`config.mk`:
```
export PLATFORM = sky130hd
export DESIGN_NAME = interrupt_priority_control
export DESIGN_NICKNAME = d
export VERILOG_FILES = /design/src/rtl/interrupt_priority_control.sv
export SDC_FILE = /design/constraint.sdc
export NUM_CORES = 1
export LEC_CHECK = 0
export CORE_MARGIN = 4
export CORE_UTILIZATION = 30
export CTS_BUF_LIST = sky130_fd_sc_hd__clkbuf_4 sky130_fd_sc_hd__clkbuf_8
export DETAILED_ROUTE_END_ITERATION = 8
export GPL_TIMING_DRIVEN = 0
export HOLD_SLACK_MARGIN = 0.05
export PLACE_DENSITY = 0.55
export SKIP_CTS_REPAIR_TIMING = 1
export SYNTH_ARGS = -nofsm -noshare
export SYNTH_HDL_FRONTEND = slang
export SYNTH_SLANG_ARGS = --single-unit
```
`constraint.sdc`:
```
create_clock -name iCLOCK -period 3 [get_ports iCLOCK]
set_input_delay 0.9 -clock iCLOCK [delete_from_list [all_inputs] [get_ports iCLOCK]]
set_output_delay 0.9 -clock iCLOCK [all_outputs]
set_load 0.02 [all_outputs]
```
`src/rtl/interrupt_priority_control.sv`:
```
// Multi-source IRQ front end: edge-latched pending bits, ICT qualification, arbitration, one offer at a time.
// Latency: edge -> pending +1 cycle -> grant/offer +2 cycles; held off by iEXCEPTION_LOCK in IDLE. Option: IRQ_CTRL_LEVEL_FILTER_EN.
`ifndef IRQ_NUM_INVALID_VECT
`define IRQ_NUM_INVALID_VECT 7'h7F
`endif

module interrupt_priority_control #(
    parameter int P_IRQ_SOURCES = 8,
    parameter int P_EXT_BASE    = 4
) (
    input  logic                     iCLOCK,
    input  logic                     inRESET,
    input  logic                     iRESET_SYNC,
    input  logic                     iICT_VALID,
    input  logic [5:0]               iICT_ENTRY,
    input  logic                     iICT_CONF_MASK,
    input  logic                     iICT_CONF_VALID,
    input  logic [1:0]               iICT_CONF_LEVEL,
    input  logic [1:0]               iPSR_IRQ_LEVEL,
    input  logic [P_IRQ_SOURCES-1:0] iEXT_REQ,
    output logic [P_IRQ_SOURCES-1:0] oEXT_ACK,
    input  logic                     iEXCEPTION_LOCK,
    output logic                     oEXCEPTION_ACTIVE,
    output logic [6:0]               oEXCEPTION_IRQ_NUM,
    output logic [31:0]              oEXCEPTION_IRQ_FI0R,
    input  logic                     iEXCEPTION_IRQ_ACK
);

    typedef enum logic {ST_IDLE, ST_WAIT} state_t;

    state_t                   state_q, state_d;
    logic [P_IRQ_SOURCES-1:0] req_q, req_d;
    logic [P_IRQ_SOURCES-1:0] pend_q, pend_d;
    logic [P_IRQ_SOURCES-1:0] ack_q, ack_d;
    logic [P_IRQ_SOURCES-1:0] valid_q, valid_d;
    logic [P_IRQ_SOURCES-1:0] mask_q, mask_d;
    logic [6:0]               num_q, num_d;
    logic [5:0]               fi0r_q, fi0r_d;

    logic                     cand_any;
    logic                     sel_inv;
    logic [P_IRQ_SOURCES-1:0] sel_oh;
    logic [5:0]               sel_entry;

`ifdef IRQ_CTRL_LEVEL_FILTER_EN
    logic [1:0] level_q [P_IRQ_SOURCES];
    logic [1:0] level_d [P_IRQ_SOURCES];
`else
    logic unused_level;
    assign unused_level = ^{iPSR_IRQ_LEVEL, iICT_CONF_LEVEL};
`endif

    // Rank = {invalid, level}; strict '>' while scanning upward keeps the lowest index on ties.
    always_comb begin : arb
        logic       inv;
        logic       elig;
        logic [2:0] rank;
        logic [2:0] best_rank;
        inv       = 1'b0;
        elig      = 1'b0;
        rank      = '0;
        best_rank = '0;
        cand_any  = 1'b0;
        sel_inv   = 1'b0;
        sel_oh    = '0;
        sel_entry = '0;
        for (int k = 0; k < P_IRQ_SOURCES; k++) begin
            inv  = pend_q[k] && !valid_q[k];
`ifdef IRQ_CTRL_LEVEL_FILTER_EN
            elig = pend_q[k] && valid_q[k] && mask_q[k] && (level_q[k] > iPSR_IRQ_LEVEL);
            rank = {inv, level_q[k]};
`else
            elig = pend_q[k] && valid_q[k] && mask_q[k];
            rank = {inv, 2'b00};
`endif
            if ((inv || elig) && (!cand_any || rank > best_rank)) begin
                cand_any  = 1'b1;
                best_rank = rank;
                sel_inv   = inv;
                sel_oh    = '0;
                sel_oh[k] = 1'b1;
                sel_entry = 6'(k + P_EXT_BASE);
            end
        end
    end

    always_comb begin
        mask_d = mask_q;
`ifdef IRQ_CTRL_LEVEL_FILTER_EN
        level_d = level_q;
`endif
        for (int k = 0; k < P_IRQ_SOURCES; k++) begin
            if (iICT_VALID && iICT_ENTRY == 6'(k + P_EXT_BASE)) begin
                mask_d[k] = iICT_CONF_MASK;
`ifdef IRQ_CTRL_LEVEL_FILTER_EN
                level_d[k] = iICT_CONF_LEVEL;
`endif
            end
        end
    end

    always_comb begin
        state_d = state_q;
        req_d   = iEXT_REQ;
        pend_d  = pend_q;
        ack_d   = '0;
        num_d   = num_q;
        fi0r_d  = fi0r_q;
        valid_d = valid_q;
        for (int k = 0; k < P_IRQ_SOURCES; k++) begin
            if (iICT_VALID && iICT_ENTRY == 6'(k + P_EXT_BASE)) begin
                valid_d[k] = iICT_CONF_VALID;
            end
        end
        case (state_q)
            ST_IDLE: begin
                if (cand_any && !iEXCEPTION_LOCK) begin
                    state_d = ST_WAIT;
                    ack_d   = sel_oh;
                    pend_d  = pend_q & ~sel_oh;
                    if (sel_inv) begin
                        num_d  = `IRQ_NUM_INVALID_VECT;
                        fi0r_d = sel_entry;
                    end else begin
                        num_d  = {1'b0, sel_entry};
                        fi0r_d = '0;
                    end
                end
            end
            default: begin
                if (iEXCEPTION_IRQ_ACK) begin
                    state_d = ST_IDLE;
                end
            end
        endcase
        pend_d = pend_d | (iEXT_REQ & ~req_q);
        // Edge history clears to all-ones so a line held high across reset is not a new request.
        if (iRESET_SYNC) begin
            state_d = ST_IDLE;
            req_d   = '1;
            pend_d  = '0;
            ack_d   = '0;
            num_d   = '0;
            fi0r_d  = '0;
            valid_d = '0;
        end
    end

    always_ff @(posedge iCLOCK or negedge inRESET) begin
        if (!inRESET) begin
            state_q <= ST_IDLE;
            req_q   <= '1;
            pend_q  <= '0;
            ack_q   <= '0;
            num_q   <= '0;
            fi0r_q  <= '0;
            valid_q <= '0;
        end else begin
            state_q <= state_d;
            req_q   <= req_d;
            pend_q  <= pend_d;
            ack_q   <= ack_d;
            num_q   <= num_d;
            fi0r_q  <= fi0r_d;
            valid_q <= valid_d;
        end
    end

    always_ff @(posedge iCLOCK) begin
        mask_q <= mask_d;
`ifdef IRQ_CTRL_LEVEL_FILTER_EN
        level_q <= level_d;
`endif
    end

    assign oEXT_ACK            = ack_q;
    assign oEXCEPTION_ACTIVE   = (state_q == ST_WAIT) && !iEXCEPTION_IRQ_ACK;
    assign oEXCEPTION_IRQ_NUM  = (state_q == ST_WAIT) ? num_q : 7'd0;
    assign oEXCEPTION_IRQ_FI0R = (state_q == ST_WAIT) ? {26'd0, fi0r_q} : 32'd0;

endmodule

```
==> reports/metrics.cfg <==
[sta]
fin_ws_ns = 0.221
hold_violations = 0
tightest_slew_ns = 0.739
rsz0062_at_grt = false
fmaxAchievable_mhz = 360
period_share = 0.926
slew_viol_final = 0
finalSetupViolations = 0
period_minus_slack_ns = 2.78
finClkSkew_ns = 0.00270
relSlewSlack = 0.501

[route]
avgRoutedWirePerCell_um = 13.5
drt_iter0_drc = 128
drt.antenna.violating_nets = 0
routed_wl_um = 6240
vias = 2117
routed_via_density = 4.58
drc = 0
firstDrtPassIters = 4

[setup_path]
crit_fanout = 10
worstSetupPathType = register to primary output
worstSetupStartpointType = register
cp.required_ns = 2.10
critical_path_arrival_ns = 1.88
end_kind = primary output

[final_layout]
seq_area_sq_um = 1300
stdcell_area_sq_um = 3420
fin_util = 0.394
syn_to_final_growth_pct = 27.9
finalNonFillerCells = 462
layout_commonest_cell = clkdlybuf4s50_1
fin_nets = 379
diodes = 0
fill_cells = 914
drive_gt1_frac = 0.184
most-common-layout-cells = clkdlybuf4s50_1 (38), dfrtp_1 (34), buf_4 (30)
multiInputGateArea_sq_um = 1200

[global_route]
grt_antenna_before_repair = 0
overflow = 0
grt_util_all_layers = 0.123
grt_max_degree = 39
grt_pass1_vias = 1963
grt_pass1_wl_um = 10100

[cts]
cts_buffers = 5
ctsHtreeMaxLevel = 2
clkLatencyLatePin_ns = 0.29
cts_tree = done
path_clk_slew_ns = 0.08
root_buffer = clkbuf_8
cts_buffer_depth = 2
cts_num_sinks = 50

[floorplan]
die-area_sq_um = 10500
die_height_um = 102
num_rows = 34
ioPinCount = 74
initial_core_util = 0.308
die_w_um = 102
core_region_area_sq_um = 8680

[status]
status = complete, no violations

[placement]
dpl.hpwl_um = 4910
preCtsSetupSlack_ns = -0.0278
place_area_sq_um = 3330
numPortBuffers = 40
place_congestion = 0.849
dp.cells = 454

[power]
ir_worst_vdd_mv = 0.174
total_power_uw = 1440
p_per_area_nw_per_um2 = 420
leakagePower_uw = 0.00145

[logic_synthesis]
async_flop_share = 0.840
yosys_most_used_dff = dfrtp_1
ys_seq_area_frac = 0.487
synth_area_per_cell_sq_um = 9.62
synth_edf_count = 8
synthesis.area_sq_um = 2670
synthDistinctLibCells = 46
synth_warnings = 0
syn_inst = 278
ys_ff_latch = 50

[run]
cap_violations = 0

[worst_hold_path]
hp-class = primary input to async pin

## layout make-up
cell class / count / area share
Timing Repair Buffer: 41 / 0.122
Sequential cell: 50 / 0.381
Buffer: 36 / 0.0728
Inverter: 6 / 0.00659
Multi-Input combinational cell: 213 / 0.352
Tap cell: 108 / 0.0395
Clock buffer: 8 / 0.0267
## Yosys cell counts, types with 2 or more instances
library cell	n	area share
a21oi_1	19	0.036
a22oi_1	3	0.0084
a41oi_1	3	0.0098
and2_1	9	0.021
buf_4	30	0.084
clkbuf_1	5	0.0070
dfrtp_1	34	0.32
dfstp_2	8	0.079
edfxtp_1	8	0.090
inv_1	5	0.0070
mux2i_1	2	0.0075
nand2_1	26	0.036
nand2b_1	21	0.049
nand3_1	2	0.0037
nand3b_1	2	0.0056
nand4_1	2	0.0047
nor2_1	21	0.029
nor2b_1	10	0.023
nor3_1	6	0.011
nor3b_1	2	0.0056
nor4_1	4	0.0094
o21ai_0	16	0.030
o31ai_1	3	0.0084
o41ai_1	3	0.0098
or2_2	9	0.021
or3_1	2	0.0047
or4_1	4	0.011
## final timing paths
check                                from                    end  slack [ns]  depth (start not counted)
min in group iCLOCK             fi0r_q[0]              fi0r_q[0]        0.48                          2
worst min register to register  fi0r_q[0]              fi0r_q[0]        0.48                          2
worst max register to register  mask_q[2]               num_q[1]        0.67                          6
max in group asynchronous         inRESET               req_q[3]        2.08                          2
worst min-delay path              inRESET             valid_q[6]        0.42                          1
worst max-delay path              state_q  oEXCEPTION_IRQ_NUM[5]        0.22                          4
## critical path: stages, from the launching register on
cell and delay [ns]:
dfrtp_1 0.38, clkbuf_1 0.28, and2_1 0.22, buf_4 0.11, clkdlybuf4s50_1 0.60
## layer usage
layer / vias to the layer above / GRT usage / part of all wire
met1: 976 / 0.171 / 0.45
met2: 68 / 0.199 / 0.47
met4: 0 / 0.0303 / 0.0098
li1: 1066 / - / -
met5: - / 0 / 0
met3: 7 / 0.0239 / 0.068
## registers in the layout, indices dropped and copies added, names as in the netlist
register	cells
mask_q	8
oEXT_ACK	8
pend_q	8
req_q	8
valid_q	8
num_q	5
fi0r_q	4
state_q	1
## report_power, final
group / leakage [uW] / internal, uW / switching, uW / total, uW
clock network: 0.0000498 / 193 / 201 / 394
registers: 0.000622 / 722 / 18.2 / 740
logic: 0.000781 / 124 / 178 / 302
total: 0.00145 / 1040 / 397 / 1440
## per-stage QoR
stage	hold slack [ns]	setup TNS [ns]
6_report	0.424	0
3_3_place_gp	0.459	-5.22
4_1_cts	0.420	-0.0317
2_1_floorplan	0.439	0
3_5_place_dp	0.462	-0.0278
5_1_grt	0.418	0
## cells by family (layout without fill, tap and decap cells)
family	after synthesis	after routing	share of synthesized area
simple gates	123	123	0.245
compound gates	60	60	0.158
flops	50	50	0.487
buf+inv	42	91	0.102
mux	2	2	0.00749
other cells	1	28	0.00140
(Power assumes the default switching activity.)
